===== src/rtl/fifo_word_serializer_if.sv =====
// FIFO-drain and chunk-stream signals shared by the word serializer and its neighbours.
// master = serializer side; slave = FIFO plus downstream sink.
interface fifo_word_serializer_if #(
   parameter int unsigned IN_WIDTH  = 32,
   parameter int unsigned OUT_WIDTH = 8
);
   logic                 fifo_empty;
   logic [IN_WIDTH-1:0]  fifo_data;
   logic                 fifo_drop;
   logic [OUT_WIDTH-1:0] out_data;
   logic                 out_valid;
   logic                 out_ready;
   logic                 out_last;

   modport master (
      input  fifo_empty, fifo_data, out_ready,
      output fifo_drop, out_data, out_valid, out_last
   );

   modport slave (
      output fifo_empty, fifo_data, out_ready,
      input  fifo_drop, out_data, out_valid, out_last
   );
endinterface


===== src/rtl/fifo_word_serializer.sv =====
// Pops whole words from the FIFO head and emits them as OUT_WIDTH chunks on a
// valid/ready stream, reloading on the last handshake so words stream without bubbles.
module fifo_word_serializer #(
   parameter int unsigned IN_WIDTH  = 32,
   parameter int unsigned OUT_WIDTH = 8,
   parameter bit          MSB_FIRST = 1'b0,
   parameter int unsigned CNT_WIDTH = 16
) (
   input  logic                  clk,
   input  logic                  rst,
   input  logic                  enable,
   fifo_word_serializer_if.master bus,
   output logic                  busy,
   output logic [CNT_WIDTH-1:0]  words_sent
);
   localparam int unsigned CHUNKS = IN_WIDTH / OUT_WIDTH;
   localparam int unsigned IDX_W  = (CHUNKS > 1) ? $clog2(CHUNKS) : 1;
   localparam logic [IDX_W-1:0] LAST_IDX = IDX_W'(CHUNKS - 1);

   typedef enum logic {
      IDLE = 1'b0,
      SEND = 1'b1
   } state_e;

   state_e                state_q, state_d;
   logic [IN_WIDTH-1:0]   shift_q, shift_d;
   logic [IDX_W-1:0]      idx_q, idx_d;
   logic [CNT_WIDTH-1:0]  words_q, words_d;
   logic [IDX_W-1:0]      sel;
   logic                  handshake;
   logic                  last;
   logic                  load;

   always_comb begin
      handshake = (state_q == SEND) && bus.out_ready;
      last      = (state_q == SEND) && (idx_q == LAST_IDX);
      load      = enable && !bus.fifo_empty &&
                  ((state_q == IDLE) || (handshake && last));

      state_d = state_q;
      shift_d = shift_q;
      idx_d   = idx_q;
      words_d = words_q;

      if (handshake && last) begin
         words_d = words_q + CNT_WIDTH'(1);
      end

      // A load on the final handshake takes priority over returning to IDLE.
      if (load) begin
         shift_d = bus.fifo_data;
         idx_d   = '0;
         state_d = SEND;
      end else if (handshake && last) begin
         idx_d   = '0;
         state_d = IDLE;
      end else if (handshake) begin
         idx_d   = idx_q + IDX_W'(1);
      end
   end

   // Output chunk is a pure mux of registered state; no input reaches out_data.
   always_comb begin
      sel          = MSB_FIRST ? (LAST_IDX - idx_q) : idx_q;
      bus.out_data = '0;
      for (int unsigned i = 0; i < CHUNKS; i++) begin
         if (sel == IDX_W'(i)) begin
            bus.out_data = shift_q[i*OUT_WIDTH +: OUT_WIDTH];
         end
      end
   end

   assign bus.fifo_drop = load && !rst;
   assign bus.out_valid = (state_q == SEND);
   assign bus.out_last  = last;
   assign busy          = (state_q == SEND);
   assign words_sent    = words_q;

   always_ff @(posedge clk) begin
      if (rst) begin
         state_q <= IDLE;
         shift_q <= '0;
         idx_q   <= '0;
         words_q <= '0;
      end else begin
         state_q <= state_d;
         shift_q <= shift_d;
         idx_q   <= idx_d;
         words_q <= words_d;
      end
   end
endmodule


===== src/flat_wrapper.sv =====
// flat-port wrapper written by rule: the top's interface ports become plain ports
module fifo_word_serializer_flat 
#(
   parameter int unsigned IN_WIDTH  = 32,
   parameter int unsigned OUT_WIDTH = 8,
   parameter bit          MSB_FIRST = 1'b0,
   parameter int unsigned CNT_WIDTH = 16
)
  (clk, rst, enable, busy, words_sent, bus_fifo_empty, bus_fifo_data, bus_out_ready, bus_fifo_drop, bus_out_data, bus_out_valid, bus_out_last);
  fifo_word_serializer_if #(.IN_WIDTH(IN_WIDTH), .OUT_WIDTH(OUT_WIDTH)) bus_i ();
  input  logic clk;
  input  logic rst;
  input  logic enable;
  output logic busy;
  output logic [CNT_WIDTH-1:0] words_sent;
  input wire logic [$bits(bus_i.fifo_empty)-1:0] bus_fifo_empty;
  input wire logic [$bits(bus_i.fifo_data)-1:0] bus_fifo_data;
  input wire logic [$bits(bus_i.out_ready)-1:0] bus_out_ready;
  output wire logic [$bits(bus_i.fifo_drop)-1:0] bus_fifo_drop;
  output wire logic [$bits(bus_i.out_data)-1:0] bus_out_data;
  output wire logic [$bits(bus_i.out_valid)-1:0] bus_out_valid;
  output wire logic [$bits(bus_i.out_last)-1:0] bus_out_last;
  assign bus_i.fifo_empty = bus_fifo_empty;
  assign bus_i.fifo_data = bus_fifo_data;
  assign bus_i.out_ready = bus_out_ready;
  assign bus_fifo_drop = bus_i.fifo_drop;
  assign bus_out_data = bus_i.out_data;
  assign bus_out_valid = bus_i.out_valid;
  assign bus_out_last = bus_i.out_last;
  fifo_word_serializer #(.IN_WIDTH(IN_WIDTH), .OUT_WIDTH(OUT_WIDTH), .MSB_FIRST(MSB_FIRST), .CNT_WIDTH(CNT_WIDTH)) u_core (.clk(clk), .rst(rst), .enable(enable), .bus(bus_i), .busy(busy), .words_sent(words_sent));
endmodule

===== config.mk =====
export PLATFORM = sky130hd
export DESIGN_NAME = fifo_word_serializer_flat
export DESIGN_NICKNAME = d
export VERILOG_FILES = /design/src/rtl/fifo_word_serializer_if.sv /design/src/rtl/fifo_word_serializer.sv /design/src/flat_wrapper.sv
export SDC_FILE = /design/constraint.sdc
export NUM_CORES = 1
export LEC_CHECK = 0
export ABC_CLOCK_PERIOD_IN_PS = 2110
export CORE_UTILIZATION = 47
export CTS_CLUSTER_SIZE = 10
export DETAILED_ROUTE_END_ITERATION = 8
export PLACE_DENSITY_LB_ADDON = 0.1
export SYNTH_ARGS = -nofsm -noshare
export SYNTH_HDL_FRONTEND = slang
export SYNTH_SLANG_ARGS = --single-unit

===== constraint.sdc =====
create_clock -name clk -period 2.11 [get_ports clk]
set_input_delay 0.422 -clock clk [delete_from_list [all_inputs] [get_ports clk]]
set_output_delay 0.422 -clock clk [all_outputs]
set_load 0.1 [all_outputs]

==> results.txt <==
----------------------------------------------------
[Outcome]
  Outcome ... finished with violations
  Violated checks ... negative setup slack

[Final layout]
  N_diodes ... 0
  Cell area after layout ... between 3000 and 4000 um2
  Sequential cell area ... 1040 um2
  Share of the core filled with cells in the final layout ... 76.2%
  NumNets Final ... just over 400
  Area used by multi-input combinational logic ... 1360 um2
  Layout cell share with drive strength beyond 1 ... between 20% and 30%
  Count of filler cells inserted in the layout ... about 340
  Area growth, synth to finish ... 51.5%

[Routing]
  Wire length per cell ... about 14 um
  Post-route ant nets ... 0
  Remaining routing DRC violations ... 0
  Routed via count ... 2286
  Initial detailed-routing violation count ... 143
  Final Routed Wirelength ... about 6000 um
  Initial DRT Pass Iterations ... 4
  Via-per-instance ratio ... 5.40

[Clocking]
  CTS clk-pin slew, worst paths ... approximately 0.080 ns
  Clock sink count ... approximately 50
  Max Buffers Root-to-Sink ... 2
  CTS tree ... built
  Number of hold-repair buffers added at the cts stage ... 0
  Clock Latency Late Sink ... 0.30 ns
  Number of buffers created by CTS ... 5
  Clk Tree Root Cell ... clkbuf_8
  CTS H-Tree Depth ... 2

[Global route]
  GRT Total Usage ... between 20% and 30%
  First-pass GRT wire length ... 9580 um
  Number of antenna violations at the first check in global routing ... 0
  GR Overflow Total ... 0
  Largest net degree at the start of global routing ... 52
  Number of global-route vias before repair ... approximately 2100

[Hold path]
  Worst hold-check path type ... flop to flop

[Power and ir drop]
  Pleak ... around 1.3 nW
  Sw Share ... between 20 and 30%
  Total power draw ... 1.90 mW
  Clock group share of total power ... approximately 28%
  P_sw ... a little over 0.5 mW
  Ratio of total power to cell area ... between 500 and 600 nW/um2
  Comb power frac ... 18.6%
  Internal power summed over all cells ... roughly 1.4 mW
  Sequential fraction of design power ... ~53%
  Maximum vdd ir drop ... approximately 0.33 mV

[STA]
  Count of pins over their slew limit ... 0
  Setup Skew ... roughly 0.0055 ns
  Relative slew slack ... 64.0%
  Worst hold slack across all endpoints ... 0.460 ns
  Final critical-path required period ... 2.22 ns
  Fin crit share ... 105%
  Setup repair after global routing missed its margin ... true
  Transition time at the pin with the least slew margin ... 0.540 ns
  Setup slack after layout ... -0.112 ns
  Number of hold violations in the final report ... 0
  Highest clock rate ... approximately 450 MHz
  Total of endpoints with negative setup slack in the final report ... 8

[Synth]
  Part of the Yosys area used for sequential elements ... 45.1%
  Area share of the leading cell type in the synthesized netlist ... roughly 45%
  Warnings, synthesis ... 0
  Average size of a mapped cell ... about 7.6 um2
  Dominant cell by count in the synthesized netlist ... nand2_1
  Net Count, Synth ... 341
  Most area-hungry cell type in the Yosys netlist ... dfxtp_1
  Most frequent cells after synthesis ... nand2_1, a21oi_1, dfxtp_1
  Post-synth EDFFs ... 0
  Number of synthesized register bits ... 51
  Most used flip-flop cell after synthesis ... dfxtp_1
  Instance count of the mapped netlist ... 299
  Netlist area before placement ... between 2000 and 2500 um2
  Cells taking the most area after synthesis ... dfxtp_1, nand2_1, a21oi_1
  Number of different library cells in the post-synthesis netlist ... 28
  Asr flop ratio synth ... 0%

[Placement]
  Area after detailed placement ... roughly 3100 um2
  Final estimated routing congestion in global placement ... about 0.74
  DPL Wire Length ... 3820 um
  I/O Buffers ... 64

[Die]
  # rows ... 24
  Horiz. Die Dim ... just over 70 um
  Effective utilization at floorplan ... 50.3%
  Std-Cell Core Area ... 4500 um2
  Full die area ... 5100 um2
  Die outline height ... a little over 70 um
  Num ports ... 65

[Critical path]
  Required time at the worst-slack endpoint ... 1.69 ns
  Arrival time at the worst endpoint ... approximately 1.8 ns
  Flop2flop setup slack ... around 0.23 ns
  CP Max Fanout ... 4
  Sort of element at the end of the critical path ... output pin
  Kind of start point of the critical path ... flop
  WS Path Type ... flop to output pin

[Run]
  Number of max-capacitance violations reported ... 0

----------------------------------------------------
==> cell families (layout without fill, tap and decap cells) <==
family / Yosys count / count (layout) / synth area share, %
buf+inv: 23 / 95 / 4.20
mux: 1 / 1 / 0.442
xor+xnor: 8 / 8 / 3.09
compound gates: 75 / 75 / 16.9
fa+ha+maj: 5 / 5 / 2.76
flops: 51 / 51 / 45.1
simple gates: 136 / 136 / 27.6
==> worst max-delay path, stage by stage (launching register included) <==
cell and delay [ns]:
dfxtp_2 0.34, inv_2 0.07, buf_4 0.12, ha_4 0.14
buf_4 0.13, nand3b_1 0.11, a21oi_2 0.19, a21oi_2 0.07
o21ai_4 0.15, buf_12 0.19
==> cells in the final DEF (no fill, tap or decap), types with 3 or more instances in the layout <==
master / netlist / layout
dfxtp_1: 51 / 40
dfxtp_2: 0 / 10
o21ai_0: 13 / 5
ha_4: 0 / 3
nor2_1: 10 / 9
nand3_1: 6 / 6
clkbuf_8: 0 / 5
nand4_1: 4 / 4
a21oi_1: 59 / 42
or3_1: 5 / 5
nor3_1: 3 / 3
clkdlybuf4s50_1: 0 / 35
buf_4: 2 / 34
xor2_1: 7 / 7
buf_12: 0 / 11
buf_6: 0 / 3
o21ai_4: 0 / 8
nand2_1: 88 / 86
nand3b_1: 8 / 8
and3_1: 3 / 3
a21oi_2: 0 / 17
==> final timing paths <==
kind / startpoint / to / depth (start not counted)
worst min-delay path: u_core.shift_q[4] / u_core.shift_q[4] / 2
worst max-delay path: u_core.idx_q[1] / bus_out_data[0] / 9
worst max register to register: u_core.idx_q[0] / u_core.words_sent[15] / 6
worst min register to register: u_core.shift_q[4] / u_core.shift_q[4] / 2
==> flip-flops by register name, indices dropped and copies added (netlist names) <==
register,cells
u_core.words_sent,16
u_core.idx_q,2
u_core.shift_q,32
u_core.bus.out_valid,1
==> power groups by stage <==
stage	combinational [mW]	sequential, mW	clock, mW
2_1_floorplan	0.180	1.04	0
3_3_place_gp	0.328	1.03	0
3_5_place_dp	0.330	1.03	0
4_1_cts	0.345	1.01	0.547
5_1_grt	0.373	1.02	0.585
6_report	0.352	1.01	0.531
==> metal layers <==
metal	wire length, um	global-route usage, %	vias up
li1	-	-	1147
met2	3020	41.5	60
met1	2550	29.0	1069
met5	0	0	-
met4	80	6.00	0
met3	336	5.20	10
==> layout make-up <==
| class | count | share of cell area (%) |
|---|---|---|
| repair buffers | 85 | 25.6 |
| well taps | 52 | 1.90 |
| flip-flops and latches | 51 | 30.2 |
| multi-input cells | 225 | 39.7 |
| clock inverters | 1 | 0.146 |
| inverters | 2 | 0.219 |
| clock buffers | 7 | 2.22 |
==> repair_timing <==
item                       in CTS  in global routing
resized for setup              31                  5
pin swaps                      10                  7
buffers inserted                8                  3
setup endpoints to repair       9                 10
==> stage by stage <==
step	std cells	setup WS [ns]	setup TNS, ns
2_1_floorplan	299	-0.0245	-0.0245
3_3_place_gp	405	0.0523	0
3_5_place_dp	405	0.0190	0
4_1_cts	420	-0.0490	-0.239
5_1_grt	423	-0.173	-1.05
6_report	423	-0.112	-0.417
Power figures use the tool's default switching activity.
